## config.mk

```make
export PLATFORM = sky130hd
export DESIGN_NAME = tdm_demultiplexer_flat
export DESIGN_NICKNAME = d
export VERILOG_FILES = /design/src/rtl/tdm_demultiplexer_if.sv /design/src/rtl/tdm_demultiplexer.sv /design/src/flat_wrapper.sv
export SDC_FILE = /design/constraint.sdc
export NUM_CORES = 1
export LEC_CHECK = 0
export CELL_PAD_IN_SITES_DETAIL_PLACEMENT = 0
export CELL_PAD_IN_SITES_GLOBAL_PLACEMENT = 2
export CORE_MARGIN = 4
export CORE_UTILIZATION = 29
export DETAILED_ROUTE_END_ITERATION = 8
export GPL_TIMING_DRIVEN = 1
export PLACE_DENSITY_LB_ADDON = 0.1
export REMOVE_ABC_BUFFERS = 1
export SKIP_LAST_GASP = 1
export SYNTH_ARGS = -nofsm -noshare
export SYNTH_HDL_FRONTEND = slang
export SYNTH_SLANG_ARGS = --single-unit
```

## constraint.sdc

```tcl
create_clock -name clk -period 1.4 [get_ports clk]
set_input_delay 0.14 -clock clk [delete_from_list [all_inputs] [get_ports clk]]
set_output_delay 0.14 -clock clk [all_outputs]
set_load 0.02 [all_outputs]
```

## src/rtl/tdm_demultiplexer_if.sv

```systemverilog
// Purpose: bundles the serial TDM input and the demultiplexed slot-word outputs.
// Latency: none, wiring only.
// Backpressure: none; the stream is qualified by inValid, there is no ready path.
interface tdm_demultiplexer_if #(
    parameter int WIDTH = 8
);
    logic             in;
    logic             inValid;
    logic             sync;
    logic [WIDTH-1:0] out0;
    logic [WIDTH-1:0] out1;
    logic             outValid;
    logic             address0;
    logic             syncError;

    // Stream source side: drives the serial bits, observes the words.
    modport master (
        output in, inValid, sync,
        input  out0, out1, outValid, address0, syncError
    );

    // Demultiplexer side.
    modport slave (
        input  in, inValid, sync,
        output out0, out1, outValid, address0, syncError
    );
endinterface

```

## src/rtl/tdm_demultiplexer.sv

```systemverilog
// Purpose: splits a two-slot MSB-first serial TDM stream into slot-0/slot-1 words.
// Latency: last slot-1 bit sampled on edge N -> out0/out1 and outValid visible after edge N.
// Backpressure: none; inValid=0 freezes all state, the sink must accept every outValid.
module tdm_demultiplexer #(
    parameter int WIDTH = 8
) (
    input  logic                clk,
    input  logic                reset,
    tdm_demultiplexer_if.slave  bus
);
    localparam int              CNT_W    = $clog2(WIDTH) + 1;
    localparam logic [CNT_W-1:0] LAST_BIT = CNT_W'(WIDTH - 1);

    typedef enum logic {
        HUNT = 1'b0,
        RECV = 1'b1
    } state_t;

    state_t             state;
    logic [CNT_W-1:0]   bit_cnt;
    logic               slot;
    logic [WIDTH-1:0]   shift0;
    logic [WIDTH-1:0]   shift1;
    logic [WIDTH-1:0]   out0_q;
    logic [WIDTH-1:0]   out1_q;
    logic               out_valid_q;
    logic               sync_error_q;
    logic               at_frame_start;

    // A sync is legitimate only where a slot-0 MSB is expected; in RECV that
    // position is never reached, so every sync seen in RECV is a violation.
    assign at_frame_start = (slot == 1'b0) && (bit_cnt == '0);

    // Framing FSM, bit counter, slot shift registers and registered outputs.
    always_ff @(posedge clk) begin
        if (reset) begin
            state        <= HUNT;
            bit_cnt      <= '0;
            slot         <= 1'b0;
            shift0       <= '0;
            shift1       <= '0;
            out0_q       <= '0;
            out1_q       <= '0;
            out_valid_q  <= 1'b0;
            sync_error_q <= 1'b0;
        end else begin
            out_valid_q  <= 1'b0;
            sync_error_q <= 1'b0;
            if (bus.inValid) begin
                if (bus.sync) begin
                    // New frame: this bit is the slot-0 MSB; any partial frame is dropped.
                    shift0       <= {{(WIDTH-1){1'b0}}, bus.in};
                    bit_cnt      <= CNT_W'(1);
                    slot         <= 1'b0;
                    state        <= RECV;
                    sync_error_q <= (state == RECV) && !at_frame_start;
                end else if (state == RECV) begin
                    if (slot == 1'b0) begin
                        shift0 <= {shift0[WIDTH-2:0], bus.in};
                        if (bit_cnt == LAST_BIT) begin
                            bit_cnt <= '0;
                            slot    <= 1'b1;
                        end else begin
                            bit_cnt <= bit_cnt + CNT_W'(1);
                        end
                    end else begin
                        shift1 <= {shift1[WIDTH-2:0], bus.in};
                        if (bit_cnt == LAST_BIT) begin
                            // shift0 has been the slot-0 shadow since its last bit;
                            // both words are published together here.
                            out0_q      <= shift0;
                            out1_q      <= {shift1[WIDTH-2:0], bus.in};
                            out_valid_q <= 1'b1;
                            bit_cnt     <= '0;
                            slot        <= 1'b0;
                            state       <= HUNT;
                        end else begin
                            bit_cnt <= bit_cnt + CNT_W'(1);
                        end
                    end
                end
            end
        end
    end

    assign bus.out0      = out0_q;
    assign bus.out1      = out1_q;
    assign bus.outValid  = out_valid_q;
    assign bus.address0  = slot;
    assign bus.syncError = sync_error_q;
endmodule

```

## src/flat_wrapper.sv

```systemverilog
// flat-port wrapper written by rule: the top's interface ports become plain ports
module tdm_demultiplexer_flat 
#(
    parameter int WIDTH = 8
)
  (clk, reset, bus_in, bus_inValid, bus_sync, bus_out0, bus_out1, bus_outValid, bus_address0, bus_syncError);
  tdm_demultiplexer_if #(.WIDTH(WIDTH)) bus_i ();
  input  logic clk;
  input  logic reset;
  input wire logic [$bits(bus_i.in)-1:0] bus_in;
  input wire logic [$bits(bus_i.inValid)-1:0] bus_inValid;
  input wire logic [$bits(bus_i.sync)-1:0] bus_sync;
  output wire logic [$bits(bus_i.out0)-1:0] bus_out0;
  output wire logic [$bits(bus_i.out1)-1:0] bus_out1;
  output wire logic [$bits(bus_i.outValid)-1:0] bus_outValid;
  output wire logic [$bits(bus_i.address0)-1:0] bus_address0;
  output wire logic [$bits(bus_i.syncError)-1:0] bus_syncError;
  assign bus_i.in = bus_in;
  assign bus_i.inValid = bus_inValid;
  assign bus_i.sync = bus_sync;
  assign bus_out0 = bus_i.out0;
  assign bus_out1 = bus_i.out1;
  assign bus_outValid = bus_i.outValid;
  assign bus_address0 = bus_i.address0;
  assign bus_syncError = bus_i.syncError;
  tdm_demultiplexer #(.WIDTH(WIDTH)) u_core (.clk(clk), .reset(reset), .bus(bus_i));
endmodule
```

* Word level (Yosys, flattened, before mapping)
Index checks and enable logic that the tools add are counted.
** Storage, ports and cells
- Bits in registers :: 39
- Output and inout port bits :: 19
- Word-level logic and storage cells :: 41
** Cells by class
- Add/sub/neg operators :: 1
- Equality and inequality tests :: 2
- Multiplexer cells :: 14
- Bitwise logic cells :: 4
- Reductions and logical operators :: 11
** Operators with widths (count)
- $mux 8 :: 3
- $mux 4 :: 3
- $mux 1 :: 8
- $reduce_and 5->1 :: 1
- $reduce_or 5->1 :: 1
- $add 4x1->4 const B :: 1
- $eq 4x3->1 const B :: 1
- $logic_not 4->1 :: 1
- $not 1->1 :: 4
- $reduce_and 4->1 :: 1
- $reduce_and 3->1 :: 1
- $reduce_or 3->1 :: 1
- $logic_and 1x1->1 :: 2
- $ne 2x2->1 const B :: 1
- $reduce_and 2->1 :: 1
- $reduce_bool 2->1 :: 1
- $logic_not 1->1 :: 1

* Depth between registers and ports, before layout
Gate-level depths: netlist (run 1).
- Depth after elaboration :: 5
- Gate-level depth with buffers :: 8

* Worst setup path before layout (run 1)
OpenSTA, ideal clock, no wires.
- Path kind :: reg2reg
- Start :: register u_core.bit_cnt[0]
- End :: register u_core.bit_cnt[3]
- Library setup time :: 0.073 ns
- Arrival time :: 1.420 ns
- Required time :: 1.327 ns
- Setup slack :: -0.093 ns
- Stages on the path, launching flop included :: 6
- Buffers on the path :: 1
- Clock period less this slack :: 1.493 ns
- Path through :: dfxtp_1 ha_1 and3b_1 buf_6 or4_1 a21oi_1
** Between the ends
- Longest elaborated chain between the ends :: 4
- Elaborated cells on any way between the ends :: 5
- Those cells by class :: 1 x add/sub; 1 x eq/ne; 3 x mux
** RTL lines
- start, declared :: RTL line tdm_demultiplexer.sv:20 : logic [CNT_W-1:0] bit_cnt;
- start signal, assigned :: RTL line tdm_demultiplexer.sv:64 : bit_cnt <= bit_cnt + CNT_W'(1);
- start signal, assigned :: RTL line tdm_demultiplexer.sv:78 : bit_cnt <= bit_cnt + CNT_W'(1);
- $add 4x1->4 or $eq 4x3->1 (tied branches)
- $mux 4 (*) :: RTL line tdm_demultiplexer.sv:60, tdm_demultiplexer.sv:68
- $mux 4 (*) :: RTL line tdm_demultiplexer.sv:57 : end else if (state == RECV) begin
- $mux 4 (*) :: RTL line tdm_demultiplexer.sv:50 : if (bus.sync) begin
Mark *: on every way between the ends. The rest lies on a longest branch, timed or not. The select of a mux whose other input is x is not followed.
A chain may end at the register's enable or synchronous reset.

* Worst setup path after layout (run 1)
- Start :: register u_core.out0_q[4], in the netlist u_core.bus.out0[4]
- End :: output bus_out0[4]
** RTL lines
- start, declared :: RTL line tdm_demultiplexer.sv:24 : logic [WIDTH-1:0] out0_q;
- start signal, assigned :: RTL line tdm_demultiplexer.sv:71 : out0_q <= shift0;
- end, declared :: RTL line flat_wrapper.sv:13 : output wire logic [$bits(bus_i.out0)-1:0] bus_out0;
No word-level cell between the ends.

==> flow_summary.json, run 1 <==
{
  "cellPowerDensity_nw_per_um2": 951,
  "fp.dieW_um": 82.5,
  "ys_warn_count": 0,
  "pre_cts_ws_ns": -0.163,
  "ir_drop_v": 0.000321,
  "clockRootBuffer": "clkbuf_8",
  "cap_violations": 0,
  "wirelength_mm": 3.76,
  "synth-seq-area-share_pct": 48.5,
  "grt_setup_unrepaired": "yes",
  "synthSimpleGateAreaFrac_pct": 23.3,
  "fp.coreArea_sq_um": 5240,
  "grt_pass1_vias": 1326,
  "path_clk_slew_ns": 0.08,
  "p_leak_nw": 0.955,
  "hold_buffers": 0,
  "avgViaCountPerCell": 4.58,
  "relSlewSlack_pct": 65.0,
  "critPathMaxFanout": 2,
  "synth_top_cell_by_area": "dfxtp_1",
  "synth_xor_area_share_pct": 0,
  "fin_crit_sh_pct": 97.1,
  "finalSetupViolCount": 0,
  "worstMarginPinSlew_ns": 0.519,
  "grt_pass1_wl_mm": 5.97,
  "layout_common_cells": "nand2_1 (38), dfxtp_1 (36), nor2_1 (16), a21oi_1 (15), buf_4 (13)",
  "syn_area_sq_um": 1610,
  "reg2reg_setup_slack_ns": 0.05,
  "path_buf_inv": 1,
  "rows": 26,
  "fill_cells": 528,
  "reg2reg_to": "u_core.bus.address0",
  "status": "finished, final reports clean",
  "vias": 1301,
  "antenna_cells": 0,
  "drt_iter0_drc": 64,
  "r2r-start": "u_core.bit_cnt[0]",
  "syn_area_per_cell_sq_um": 9.10,
  "grt_max_degree": 31,
  "cp_slowest_cell": "clkdlybuf4s50_1",
  "drive_gt1_share_pct": 23.8,
  "rr_worst_depth": 5,
  "fin_nets": 221,
  "die_area_sq_um": 6810,
  "start_kind": "flip-flop",
  "final_max_slew_viol_count": 0,
  "max_stage_delay_ns": 0.60,
  "synth_mux_area_share_pct": 4.97,
  "numCtsBuffers": 5,
  "gp_congestion": 0.741,
  "crit_chain": "clkdlybuf4s50_1",
  "initial_core_util_pct": 30.7,
  "grt_util_all_layers_pct": 11.5,
  "cp_data_required_time_ns": 1.26,
  "critical_path_class": "reg -> out",
  "antenna_found_initial": 0,
  "cts_tree": "yes",
  "setup_slack_ns": 0.0412,
  "fmax_ghz": 0.736,
  "cp_top_family": "buffers and inverters",
  "drc": 0,
  "htreeDepth": 2,
  "layout_commonest_cell": "nand2_1",
  "antenna_left": 0,
  "cp-startpoint": "u_core.bus.out0[4]",
  "synth_top_family_by_area": "simple AND/OR/NAND/NOR gates",
  "synth_cell_types": 30,
  "total_power_mw": 2.09,
  "yosys.area_share.adder_pct": 2.33,
  "fin_crit_ns": 1.36,
  "synthTopCellsByArea": "dfxtp_1 (48%), nand2_1 (8.9%), a21oi_2 (5.4%), a21oi_1 (5.0%), mux2i_1 (5.0%)",
  "ys_ff_latch": 39,
  "fp.dieH_um": 82.5,
  "crit_cells": 1,
  "synth_top_area_share_pct": 48.5,
  "clock_path_buffers": 2,
  "worst_setup_path_end_kind": "output pin",
  "finClkSkew_ns": 0.00393,
  "finalHoldViolations": 0,
  "arrival_ns": 1.22,
  "clock_sinks": 39,
  "hp-class": "reg -> reg",
  "synth_compound_area_share_pct": 13.9,
  "netlist_instances": 177,
  "overflow": 0,
  "boundaryPins": 24,
  "dr.pass1.iters": 4,
  "hpwl_mm": 2.55,
  "wl_per_cell_um": 13.2,
  "crit_path_end": "bus_out0[4]",
  "syn_to_final_growth_pct": 36.6,
  "clk-insertion-delay-late_ns": 0.29,
  "portBuffers": 23
}
-- Yosys cell counts --
library cell	count
a21o_1	1
a211oi_1	1
nand3b_1	1
or4_1	1
ha_1	3
a21oi_2	10
o21ai_0	2
and4b_1	1
o21ai_2	1
a21oi_1	16
inv_1	3
nand4b_1	8
nor2b_1	1
clkbuf_1	5
nand2_1	38
nor4b_1	1
buf_12	1
buf_2	2
nand4_1	1
buf_6	3
buf_4	2
and3b_1	2
and2_4	1
nor2_1	16
nand3_1	1
nand2_2	4
dfxtp_1	39
mux2i_1	8
a22oi_1	3
buf_1	1
-- power by group --
part / switching [mW] / internal, mW
clock: 0.399 / 0.448
sequential: 0.00561 / 1.12
combinational: 0.0656 / 0.0570
total: 0.471 / 1.62
-- per-layer routing --
layer | vias to the layer above | GRT usage (%) | wire length (um)
met5 | - | 0 | 0
met4 | 0 | 4.90 | 54
met3 | 5 | 2.82 | 143
met2 | 21 | 19.5 | 1750
met1 | 610 | 13.9 | 1810
li1 | 665 | - | -
-- how the worst min path moves through the flow --
stage	start	endpoint	slack, ns	depth (start not counted)
after floorplan	reset	u_core.bus.out0[0]	0.20	1
after global placement	u_core.bus.out1[4]	u_core.bus.out1[4]	0.45	2
after detailed placement	u_core.shift1[6]	u_core.bus.out1[7]	0.45	2
after CTS	u_core.shift1[6]	u_core.bus.out1[7]	0.46	2
after global routing	u_core.bus.out0[7]	u_core.bus.out0[7]	0.47	2
final	u_core.bus.out1[7]	u_core.bus.out1[7]	0.46	2
-- through the flow --
step                      hold slack (ns)  instance area (sq um)  util, %  setup TNS, ns  std cells
after floorplan                     0.202                   1510        -          -1.98        163
after global placement              0.445                   1990     38.0          -1.39        273
after detailed placement            0.447                   1990     38.0          -2.53        273
after CTS                           0.461                   2100     40.1              0        281
after global routing                0.469                   2200     42.0        -0.0945        284
final                               0.455                   2200     42.0              0        284
-- registers in the layout (all words and copies together) (netlist names) --
signal                count
u_core.bus.outValid       1
u_core.shift0             8
u_core.shift1             7
u_core.bus.syncError      1
u_core.bus.address0       1
u_core.state              1
u_core.bit_cnt            4
u_core.bus.out1           8
u_core.bus.out0           8
-- what timing repair did --
item                                   CTS  global route
gates resized for setup                  8            18
buffers inserted                         0             1
setup endpoints to repair               21            27
endpoints found under the hold margin    0             0
cloned                                   0             2
pin swaps                                2             3
-- final cells by class --
| class | count | area, sq um | area share (%) |
|---|---|---|---|
| clock buffers | 7 | 96.3 | 4.38 |
| clock inverters | 1 | 7.51 | 0.341 |
| inverters | 3 | 11.3 | 0.512 |
| multi-input cells | 122 | 757 | 34.4 |
| flip-flops and latches | 39 | 785 | 35.7 |
| well taps | 70 | 87.6 | 3.98 |
| repair buffers | 42 | 455 | 20.7 |
-- cells by family after synthesis --
group | Yosys count
AO/OA/AOI/OAI | 34
AND/OR/NAND/NOR | 76
multiplexers | 8
adder cells (fa/ha/maj) | 3
flip-flops | 39
buffers and inverters | 17
Power figures use the tool's default switching activity.
==> run 2, diff against run 1 <==
--- a/config.mk
+++ b/config.mk
@@ -5,7 +5,7 @@
 export SDC_FILE = /design/constraint.sdc
 export NUM_CORES = 1
 export LEC_CHECK = 0
-export CELL_PAD_IN_SITES_DETAIL_PLACEMENT = 0
+export CELL_PAD_IN_SITES_DETAIL_PLACEMENT = 1
 export CELL_PAD_IN_SITES_GLOBAL_PLACEMENT = 2
 export CORE_MARGIN = 4
 export CORE_UTILIZATION = 29
==> flow_summary.json, run 2 (synthesized netlist as in run 1, its figures left out) <==
{
  "status": "finished, final reports clean",
  "cp_slowest_cell": "dfxtp_2",
  "final_max_slew_viol_count": 0,
  "wl_per_cell_um": 14.5,
  "grt_util_all_layers_pct": 12.9,
  "multi_input_area_sq_um": 766,
  "layout_common_cells": "nand2_1 (37), dfxtp_1 (36), nor2_1 (16), a21oi_1 (15), buf_4 (14)",
  "drc": 0,
  "clock_path_buffers": 2,
  "clock_sinks": 39,
  "postPlaceCellArea_sq_um": 1990,
  "dr.pass1.iters": 4,
  "fin_crit_sh_pct": 97.6,
  "hpwl_mm": 2.77,
  "numCtsBuffers": 5,
  "design_area_sq_um": 2180,
  "relSlewSlack_pct": 74.1,
  "portBuffers": 23,
  "worstMarginPinSlew_ns": 0.386,
  "cp_data_required_time_ns": 1.58,
  "critPathMaxFanout": 6,
  "wirelength_mm": 4.12,
  "drive_gt1_share_pct": 24.3,
  "syn_to_final_growth_pct": 35.2,
  "grt_setup_unrepaired": "yes",
  "grt_pass1_vias": 1425,
  "critical_path_class": "reg -> reg",
  "layout_commonest_cell": "nand2_1",
  "start_kind": "flip-flop",
  "finalHoldViolations": 0,
  "crit_chain": "ha_4 > and3b_2 > buf_6 > nand2_8 > clkbuf_16 > nand2_1 > a21oi_2",
  "regArea_sq_um": 785,
  "fp.dieW_um": 82.5,
  "htreeDepth": 2,
  "max_stage_delay_ns": 0.36,
  "grt_max_degree": 31,
  "fmax_ghz": 0.732,
  "finalSetupViolCount": 0,
  "clk-insertion-delay-late_ns": 0.29,
  "cellPowerDensity_nw_per_um2": 915,
  "boundaryPins": 24,
  "antenna_cells": 0,
  "fill_cells": 591,
  "arrival_ns": 1.55,
  "worst_setup_path_end_kind": "flip-flop",
  "p_leak_nw": 0.924,
  "grt_pass1_wl_mm": 6.61,
  "fp.dieH_um": 82.5,
  "clockRootBuffer": "clkbuf_8",
  "avgViaCountPerCell": 4.79,
  "cts_tree": "yes",
  "antenna_left": 0,
  "vias": 1361,
  "pre_cts_ws_ns": -0.167,
  "fp.coreArea_sq_um": 5240,
  "antenna_found_initial": 0,
  "finClkSkew_ns": 0.00735,
  "initial_core_util_pct": 30.7,
  "overflow": 0,
  "setup_slack_ns": 0.0333,
  "path_clk_slew_ns": 0.08,
  "die_area_sq_um": 6810,
  "fin_nets": 221,
  "gp_congestion": 0.741,
  "hp-class": "reg -> reg",
  "ir_drop_v": 0.000456,
  "rows": 26,
  "fin_crit_ns": 1.37,
  "cap_violations": 0,
  "reg2reg_setup_slack_ns": 0.03,
  "drt_iter0_drc": 55
}
-- run 2: repair_timing --
item,4_1_cts,5_1_grt
hold buffers,0,0
hold endpoints to repair,0,0
pin swaps,2,12
cloned,0,2
setup endpoints to repair,24,28
buffers inserted,0,1
resized for setup,10,20
-- run 2: per-layer routing --
metal / vias to the layer above / GRT usage [%] / part of all wire (%)
li1: 669 / - / -
met1: 670 / 15.4 / 45
met2: 20 / 22.2 / 51
met3: 2 / 3.80 / 3.6
met4: 0 / 4.41 / 0.65
met5: - / 0 / 0
-- run 2: report_power, final --
part / internal (mW) / switching [mW]
clock network: 0.348 / 0.400
registers: 1.12 / 0.00577
logic: 0.0549 / 0.0682
-- run 2: cell type report --
cell class	instances	area share, %
sequential	39	36.0
timing repair buffer	42	20.3
multi-input combinational	122	35.2
inverter	3	0.517
clock inverter	2	0.575
clock buffer	6	3.33
tap	70	4.02
-- run 2: worst max-delay path: cells and delay by family, from the launching register on --
family | cells | cell delay [ns]
AOI/OAI and AO/OA | 1 | 0.05
DFF | 1 | 0.36
buffers and inverters | 2 | 0.30
adders and majority gates | 1 | 0.13
and+or+nand+nor | 3 | 0.42
-- run 2: per-stage QoR --
step / total power [mW] / instances / hold WS, ns / util, % / TNS, ns
floorplan: 1.18 / 163 / 0.202 / - / -1.98
global placement: 1.26 / 273 / 0.445 / 38.0 / -1.39
detailed placement: 1.27 / 273 / 0.451 / 38.0 / -2.88
CTS: 2.03 / 281 / 0.462 / 39.6 / 0
global route: 2.09 / 284 / 0.472 / 41.6 / -0.0397
finish: 1.99 / 284 / 0.454 / 41.6 / 0
-- run 2: path summary, 6_finish.rpt --
path,start,endpoint,depth (start not counted)
max,u_core.bit_cnt[0],u_core.bus.out1[6],7
min,u_core.bus.out1[7],u_core.bus.out1[7],2
max reg2reg,u_core.bit_cnt[0],u_core.bus.out1[6],7
min reg2reg,u_core.bus.out1[7],u_core.bus.out1[7],2
==> run 3, diff against run 2 <==
--- a/config.mk
+++ b/config.mk
@@ -8,10 +8,10 @@
 export CELL_PAD_IN_SITES_DETAIL_PLACEMENT = 1
 export CELL_PAD_IN_SITES_GLOBAL_PLACEMENT = 2
 export CORE_MARGIN = 4
-export CORE_UTILIZATION = 29
+export CORE_UTILIZATION = 34
 export DETAILED_ROUTE_END_ITERATION = 8
 export GPL_TIMING_DRIVEN = 1
-export PLACE_DENSITY_LB_ADDON = 0.1
+export PLACE_DENSITY = 0.88
 export REMOVE_ABC_BUFFERS = 1
 export SKIP_LAST_GASP = 1
 export SYNTH_ARGS = -nofsm -noshare
==> constraint.sdc (replaced) <==
create_clock -name clk -period 1.6 [get_ports clk]
set_input_delay 0.16 -clock clk [delete_from_list [all_inputs] [get_ports clk]]
set_output_delay 0.16 -clock clk [all_outputs]
set_load 0.02 [all_outputs]
==> flow_summary.json, run 3 (synthesized netlist as in run 1, its figures left out) <==
{
  "antenna_cells": 0,
  "portBuffers": 23,
  "hpwl_mm": 2.51,
  "final_core_util_pct": 44.7,
  "postPlaceCellArea_sq_um": 1880,
  "fin_setup_tns_ns": 0,
  "fill_cells": 518,
  "vias": 1294,
  "syn_to_final_growth_pct": 24.1,
  "overflow": 0,
  "grt_util_all_layers_pct": 13.0,
  "cts_setup_buffers": 0,
  "path_clk_slew_ns": 0.07,
  "final_max_slew_viol_count": 0,
  "htreeDepth": 2,
  "min_delay_path_depth": 2,
  "finalHoldViolations": 0,
  "grt_setup_unrepaired": "no",
  "pre_cts_ws_ns": 0.0312,
  "rr_worst_depth": 4,
  "boundaryPins": 24,
  "die_area_sq_um": 5900,
  "hp-class": "reg -> reg",
  "status": "finished, final reports clean",
  "total_power_mw": 1.92,
  "antenna_left": 0,
  "ir_drop_v": 0.000528,
  "drive_gt1_share_pct": 16.8,
  "layout_commonest_cell": "dfxtp_1",
  "p_leak_nw": 0.676,
  "clock_sinks": 39,
  "clockRootBuffer": "clkbuf_8",
  "antenna_found_initial": 0,
  "finalSetupViolCount": 0,
  "setup_slack_ns": 0.0682,
  "relSlewSlack_pct": 77.8,
  "multi_input_area_sq_um": 721,
  "worstMarginPinSlew_ns": 0.328,
  "grt_pass1_wl_mm": 6.22,
  "clk-insertion-delay-late_ns": 0.29,
  "rows": 24,
  "wl_per_cell_um": 14.2,
  "arrival_ns": 1.76,
  "fp.dieH_um": 76.8,
  "fin_nets": 209,
  "avgViaCountPerCell": 5.09,
  "wirelength_mm": 3.60,
  "initial_core_util_pct": 36.0,
  "critical_path_class": "reg -> reg",
  "cp_data_required_time_ns": 1.82,
  "dr.pass1.iters": 4,
  "fin_crit_ns": 1.53,
  "layout_common_cells": "dfxtp_1 (39), nand2_1 (38), clkdlybuf4s50_1 (23), nor2_1 (16), a21oi_1 (16)",
  "cap_violations": 0,
  "cellPowerDensity_nw_per_um2": 959,
  "drt_iter0_drc": 79,
  "critPathMaxFanout": 5,
  "cts_tree": "yes",
  "design_area_sq_um": 2000,
  "hold_buffers": 0,
  "worst_setup_path_end_kind": "flip-flop",
  "fmax_ghz": 0.653,
  "clock_path_buffers": 2,
  "drc": 0,
  "numCtsBuffers": 5,
  "regArea_sq_um": 781,
  "grt_max_degree": 40,
  "start_kind": "flip-flop",
  "gp_congestion": 0.773,
  "finClkSkew_ns": 0.00369,
  "cts-resized-gates": 0,
  "fin_crit_sh_pct": 95.7,
  "fp.coreArea_sq_um": 4470,
  "grt_pass1_vias": 1341,
  "fp.dieW_um": 76.8
}
[run 3: changes by cell type in the layout (fill, tap and decap cells not counted), moves of 2 or more]
cell             delta
buf_12              -2
dfxtp_2             -3
dfxtp_1             +3
clkdlybuf4s50_1    +15
dlygate4sd2_1       -7
buf_4               -7
dlymetal6s2s_1      -8
[run 3: stage by stage]
stage	std cells	hold WS [ns]
4_1_cts	254	0.460
3_3_place_gp	246	0.442
6_report	254	0.456
5_1_grt	254	0.484
3_5_place_dp	246	0.449
2_1_floorplan	163	0.222
[run 3: worst paths after layout]
check                         start                end  slack (ns)
setup / recovery  u_core.bit_cnt[0]  u_core.bit_cnt[3]        0.07
hold / removal     u_core.shift0[7]   u_core.shift0[7]        0.46
setup reg to reg  u_core.bit_cnt[0]  u_core.bit_cnt[3]        0.07
hold reg to reg    u_core.shift0[7]   u_core.shift0[7]        0.46
[run 3: routing by layer]
metal | wire [um] | global-route usage [%]
met5 | 0 | 0
met4 | 55 | 4.35
met3 | 138 | 4.57
met2 | 1810 | 22.2
met1 | 1600 | 15.1
[run 3: final cells by class]
type	count	share of cell area (%)
clock inverters	2	1.75
flip-flops and latches	39	39.1
repair buffers	31	15.2
multi-input cells	121	36.1
well taps	52	3.26
inverters	3	0.564
clock buffers	6	4.13
[run 3: where the power goes]
group / switching (mW) / internal, mW / total, mW
registers: 0.00777 / 0.976 / 0.983
clock network: 0.336 / 0.504 / 0.841
logic: 0.0509 / 0.0414 / 0.0923
total: 0.395 / 1.52 / 1.92
[run 3: critical path, stage by stage (launching register included)]
cell and delay, ns:
dfxtp_1 0.35, ha_2 0.22, and3b_2 0.24, or4_1 0.52, a21oi_1 0.15
